`src/rtl/gray_sched.sv`:
```
// Round-robin scheduler that lends a shared 3-bit Gray counter to one of two
// requesters for a burst of Len count steps and reports the final code.
module gray_sched (
  input  logic       Clk,
  input  logic       Reset,
  input  logic [1:0] Req,
  input  logic [3:0] Len0,
  input  logic [3:0] Len1,
  input  logic [2:0] GrayIn,
  input  logic       OvfIn,
  output logic       CntClr,
  output logic       CntEn,
  output logic [1:0] Grant,
  output logic [1:0] Done,
  output logic [2:0] Value,
  output logic       Wrap,
  output logic       Busy
);

  typedef enum logic [1:0] {
    IDLE = 2'd0,
    ARB  = 2'd1,
    RUN  = 2'd2,
    DONE = 2'd3
  } state_t;

  state_t     state_r;
  logic       last_r;
  logic       win_r;
  logic [3:0] rem_r;
  logic [1:0] grant_r;
  logic [1:0] done_r;
  logic       cnt_clr_r;
  logic       cnt_en_r;
  logic       win_s;
  logic [3:0] len_sel_s;

  // With both requesting, the one that did not own the counter last time wins.
  function automatic logic pick_winner(input logic [1:0] req, input logic last);
    case (req)
      2'b01:   return 1'b0;
      2'b10:   return 1'b1;
      2'b11:   return ~last;
      default: return 1'b0;
    endcase
  endfunction

  function automatic logic [1:0] to_onehot(input logic idx);
    if (idx) begin
      return 2'b10;
    end else begin
      return 2'b01;
    end
  endfunction

  // Winner selection and burst length of the recorded winner.
  always_comb begin
    win_s = pick_winner(Req, last_r);
    if (win_r) begin
      len_sel_s = Len1;
    end else begin
      len_sel_s = Len0;
    end
  end

  // Scheduler FSM with registered strobes.
  always_ff @(posedge Clk) begin
    if (Reset) begin
      state_r   <= IDLE;
      last_r    <= 1'b1;
      win_r     <= 1'b0;
      rem_r     <= 4'd0;
      grant_r   <= 2'b00;
      done_r    <= 2'b00;
      cnt_clr_r <= 1'b0;
      cnt_en_r  <= 1'b0;
    end else begin
      case (state_r)
        IDLE: begin
          if (Req != 2'b00) begin
            win_r     <= win_s;
            grant_r   <= to_onehot(win_s);
            cnt_clr_r <= 1'b1;
            state_r   <= ARB;
          end else begin
            grant_r   <= 2'b00;
            cnt_clr_r <= 1'b0;
            state_r   <= IDLE;
          end
        end
        ARB: begin
          cnt_clr_r <= 1'b0;
          rem_r     <= len_sel_s;
          last_r    <= win_r;
          if (len_sel_s != 4'd0) begin
            cnt_en_r <= 1'b1;
            state_r  <= RUN;
          end else begin
            done_r  <= to_onehot(win_r);
            state_r <= DONE;
          end
        end
        RUN: begin
          rem_r <= rem_r - 4'd1;
          if (rem_r == 4'd1) begin
            cnt_en_r <= 1'b0;
            done_r   <= to_onehot(win_r);
            state_r  <= DONE;
          end else begin
            state_r  <= RUN;
          end
        end
        DONE: begin
          grant_r <= 2'b00;
          done_r  <= 2'b00;
          state_r <= IDLE;
        end
        default: begin
          grant_r   <= 2'b00;
          done_r    <= 2'b00;
          cnt_clr_r <= 1'b0;
          cnt_en_r  <= 1'b0;
          state_r   <= IDLE;
        end
      endcase
    end
  end

  // The counter takes its last step on the edge that enters DONE, so the
  // final code is only visible during DONE itself; pass it through gated.
  always_comb begin
    if (state_r == DONE) begin
      Value = GrayIn;
      Wrap  = OvfIn;
    end else begin
      Value = 3'b000;
      Wrap  = 1'b0;
    end
  end

  assign CntClr = cnt_clr_r;
  assign CntEn  = cnt_en_r;
  assign Grant  = grant_r;
  assign Done   = done_r;
  assign Busy   = (state_r != IDLE);

endmodule
```
`config.mk`:
```
export PLATFORM = sky130hd
export DESIGN_NAME = gray_sched
export DESIGN_NICKNAME = d
export VERILOG_FILES = /design/src/rtl/gray_sched.sv
export SDC_FILE = /design/constraint.sdc
export NUM_CORES = 1
export LEC_CHECK = 0
export CAP_MARGIN = 20
export CORE_ASPECT_RATIO = 0.75
export CORE_MARGIN = 1.5
export CORE_UTILIZATION = 44
export CTS_CLUSTER_DIAMETER = 80
export DETAILED_ROUTE_END_ITERATION = 16
export PLACE_DENSITY_LB_ADDON = 0.3
export SYNTH_ARGS = -nofsm -noshare
export SYNTH_HDL_FRONTEND = slang
export SYNTH_SLANG_ARGS = --single-unit
```
`constraint.sdc`:
```
create_clock -name Clk -period 2.15 [get_ports Clk]
set_input_delay 0.5375 -clock Clk [delete_from_list [all_inputs] [get_ports Clk]]
set_output_delay 0.5375 -clock Clk [all_outputs]
set_load 0.01 [all_outputs]
```
# Yosys cells after proc, flatten, opt, wreduce, memory -nomap -nowiden
# Cells that the tools add are included.
# W data, S select, Z words.
# totals
regBits	14
out_inout_bits	11
# classes
eq_ne	9
bitwise_logic	1
n_reduce_logical	11
n_mux	21
add_sub_neg	1
# op_table
op	n
$mux W2	5
$reduce_bool A2 Y1	5
$eq A2 B2 Y1 const B	4
$pmux W2 S4	1
$pmux W4 S2	1
$mux W1	7
$ne A2 B2 Y1 const B	3
$pmux W1 S2	3
$pmux W2 S3	1
$reduce_and A3 Y1	2
$eq A4 B1 Y1 const B	1
$mux W4	1
$pmux W2 S2	1
$reduce_bool A4 Y1	1
$sub A4 B1 Y4 const B	1
$mux W3	1
$reduce_bool A3 Y1	1
$eq A2 B1 Y1 const B	1
$logic_not A2 Y1	1
$reduce_and A2 Y1	1
$not A1 Y1	1

# Depth between registers and ports, before layout
# depth
ltp_word	5
ltp_mapped	7

# Worst setup path before layout
# Ideal clock, no wire load.
# synth_path
kind	in2reg
start	in Len0[0]
end	reg done_r[0], in the netlist Done[0]
setup_time_ps	117
required_ps	2033
stages	4
slack_ps	157
n_path_buf	0
t_arrival_ps	1876
path_cell_list	or4_4 -> mux2_2 -> a221o_1 -> a32o_2
# synth_via
elab_chain_cells	4
# synth_lines
item	line_no	source
start: declaration	7	input logic [3:0] Len0,
$mux W4	59	if (win_r) begin
$reduce_bool A4 Y1	95	if (len_sel_s != 4'd0) begin
$ne A2 B2 Y1 (no line)	-	
$reduce_and A3 Y1 (no line)	-	
end signal: assignment	99	done_r <= to_onehot(win_r);
end signal: assignment	107	done_r <= to_onehot(win_r);
end: declaration	32	logic [1:0] done_r;
# Every way passes these cells.
# A chain may end at the register's enable or synchronous reset.

# Final worst setup path
# layout_path
start	in Len0[1]
end	reg done_r[1], in the netlist Done[1]
# The elaborated chain is that of the path after synthesis.

==> impl_metrics.json <==
{
  "status": "complete, no violations",
  "cp_max_fo": 2,
  "crit_type": "primary input to flip-flop",
  "ir_worst_vdd_v": 0.000673,
  "antenna_found_initial": 0,
  "io_pins": 27,
  "path_depth": 5,
  "hold_viol": 0,
  "fin_area_um2": 1150,
  "clock-sinks": 14,
  "setup_viol_count_final": 0,
  "track_usage": 0.217,
  "final_nets": 149,
  "crit_end": "Done[1]",
  "gp_congestion": 0.797,
  "synth_nets": 118,
  "clock_path_buffers": 2,
  "final_layout_size_suffix_gt1_frac": 0.127,
  "cp-start-kind": "primary input",
  "cp_slowest_cell": "or4_4",
  "tns_ns": 0,
  "synth.top_cell.area_share": 0.341,
  "worstRegToRegCells": 5,
  "grt_pass1_vias": 716,
  "reg2reg_to": "Done[1]",
  "path_delay_family": "compound AO/OA/AOI/OAI gates",
  "syn_to_final_growth_pct": 40.7,
  "cts_setup_buffers": 0,
  "via_count": 805,
  "chipWidth_um": 52.9,
  "ys_seq_elements": 14,
  "dp_hpwl_um": 1520,
  "portBuffers": 26,
  "finalCriticalPeriod_ns": 2.14,
  "drc": 0,
  "grt_start_max_net_pins": 15,
  "synthCells": 96,
  "clock.fmax_mhz": 468,
  "initial_core_util": 0.472,
  "grt_overflow": 0,
  "end_kind": "flip-flop",
  "cts.reportedPaths.clkPinSlew_ns": 0.09,
  "numCtsBuffers": 3,
  "power_w": 0.00113,
  "ys_types": 30,
  "hold_path.class": "flip-flop to flip-flop",
  "rsz0062_at_grt": "no",
  "dpl_cell_area_um2": 1120,
  "fin_skew_ns": 0.00608,
  "first_iter_violations": 25,
  "startpoint": "Len0[1]",
  "post_drt_wl_per_cell_um": 13.5,
  "diodes": 0,
  "max_slew_margin": 0.609,
  "synth_top_cell_by_area": "dfxtp_1",
  "floorplan.rows": 13,
  "maxCapViolations": 0,
  "drt-vias-per-instance": 5.44,
  "rrSetupSlack_ns": 0.55,
  "wirelength_um": 1990,
  "cts_root_buffer": "clkbuf_4",
  "fin_crit_sh": 0.994,
  "yosysWarnings": 0,
  "die_height_um": 40.4,
  "htreeDepth": 1,
  "core_region_area_um2": 1740,
  "regToRegStartpoint": "state_r[1]",
  "grt_first_pass_wirelength_um": 3110,
  "synth.area.top_cells": "dfxtp_1 (34%), ha_1 (9.1%), mux2i_1 (4.9%), nor2_1 (4.1%), a22oi_1 (3.7%)",
  "tightest_slew_ns": 0.572,
  "power_density_nw_per_um2": 977,
  "postRouteAntennaNets": 0,
  "p_leak_nw": 0.475,
  "crit_arrival_ns": 2.33,
  "crit_buf_inv": 1,
  "slowest_delay_ns": 0.52,
  "path_cells": "clkdlybuf4s50_1 -> or4_4 -> mux2_4 -> a221o_1 -> a32o_2",
  "syn_area_um2": 821,
  "cts_tree": "built",
  "synth.avg_cell_area_um2": 8.55,
  "yosysSeqAreaShare": 0.341,
  "required_ns": 2.34,
  "worstSkewPairLatency_ns": 0.30,
  "slew_violations": 0,
  "die-area_um2": 2140,
  "drt-pass1-iter-count": 4
}
==> sequential cells by signal, summed over array words and instances, names as in the netlist <==
register  count
CntEn         1
win_r         1
last_r        1
rem_r         4
CntClr        1
Grant         2
state_r       2
Done          2
==> worst min path at each step <==
stage                        start        to  slack, ns  cells after the start
after floorplan           rem_r[1]  rem_r[1]       0.46                      2
after detailed placement  Grant[0]  Grant[0]       0.48                      2
after CTS                 rem_r[1]  rem_r[1]       0.50                      2
after global placement    Grant[0]  Grant[0]       0.47                      2
after global routing      rem_r[1]  rem_r[1]       0.51                      2
final                        CntEn     CntEn       0.49                      2
==> per-layer routing <==
| metal | vias to the layer above | wire, µm | GRT usage | share of wire |
|---|---|---|---|---|
| met2 | 26 | 987 | 0.394 | 0.50 |
| met1 | 372 | 858 | 0.234 | 0.43 |
| met5 | - | 0 | 0 | 0 |
| met4 | 0 | 27 | 0.0962 | 0.014 |
| li1 | 402 | - | - | - |
| met3 | 5 | 119 | 0.0784 | 0.060 |
==> cell usage in the layout, fill, tap and decap left out <==
master,instances
a311oi_1,1
nand3b_1,1
buf_4,5
clkbuf_4,3
mux2i_1,4
a211oi_1,1
ha_1,5
a32o_2,2
a32oi_1,1
or4_4,2
o22ai_1,2
o2bb2ai_1,1
nor3_1,1
a22oi_1,4
o211ai_1,1
dfxtp_1,13
a21boi_0,2
and2_1,4
a2111oi_0,2
nand2_1,8
mux2_4,1
dfxtp_2,1
nor2b_1,2
nand3_1,2
a21oi_1,4
ha_2,1
o21ai_0,4
inv_1,7
clkbuf_8,1
a221o_1,1
nor2_1,9
dlygate4sd2_1,6
nand2b_1,4
clkdlybuf4s50_1,20
==> cell families (layout without fill, tap and decap cells) <==
| kind of cell | after synthesis | count (layout) | synth area share |
|---|---|---|---|
| AOI/OAI and AO/OA | 26 | 26 | 0.230 |
| adders and majority gates | 6 | 6 | 0.0915 |
| buffers and inverters | 12 | 42 | 0.0655 |
| DFF | 14 | 14 | 0.341 |
| muxes | 5 | 5 | 0.0625 |
| and+or+nand+nor | 33 | 33 | 0.209 |
==> worst register-to-register path, cell delays in order, from the launching register on <==
cell,delay (ns)
dfxtp_1,0.37
inv_1,0.07
ha_1,0.19
buf_4,0.16
a2111oi_0,0.54
a32o_2,0.20
==> power by group <==
part / internal [W] / switching [W]
Sequential: 0.000333 / 0.0000509
Combinational: 0.000264 / 0.000279
Clock: 0.000103 / 0.0000984
==> synthesized netlist by cell type <==
library cell  count
dfxtp_1          14
nor2_1            9
nand2_1           8
inv_1             7
ha_1              6
a21oi_1           4
a22oi_1           4
and2_1            4
mux2i_1           4
nand2b_1          4
o21ai_0           4
clkbuf_1          3
a2111oi_0         2
a21boi_0          2
a32o_2            2
nand3_1           2
nor2b_1           2
o22ai_1           2
or4_4             2
a211oi_1          1
a221o_1           1
a311oi_1          1
a32oi_1           1
buf_2             1
buf_6             1
mux2_2            1
nand3b_1          1
nor3_1            1
o211ai_1          1
o2bb2ai_1         1
==> per-stage QoR <==
step | cells | hold WS [ns] | setup slack [ns] | util
6_report | 148 | 0.493 | 0.0123 | 0.664
5_1_grt | 148 | 0.509 | 0.00170 | 0.664
4_1_cts | 148 | 0.496 | 0.0268 | 0.661
3_5_place_dp | 144 | 0.477 | -0.341 | 0.643
3_3_place_gp | 144 | 0.468 | -0.295 | 0.643
2_1_floorplan | 96 | 0.463 | 0.157 | -
==> layout make-up <==
class	count	area, µm²
clock buffers	4	36.3
fillers	159	586
inverters	7	26.3
multi-input cells	70	493
flip-flops and latches	14	282
well taps	22	27.5
repair buffers	31	290
==> timing repair <==
item / in CTS / in global routing
gates resized for setup: 7 / 2
hold buffers: 0 / 0
setup endpoints to repair: 6 / 2
endpoints found under the hold margin: 0 / 0
Power figures use the tool's default switching activity.
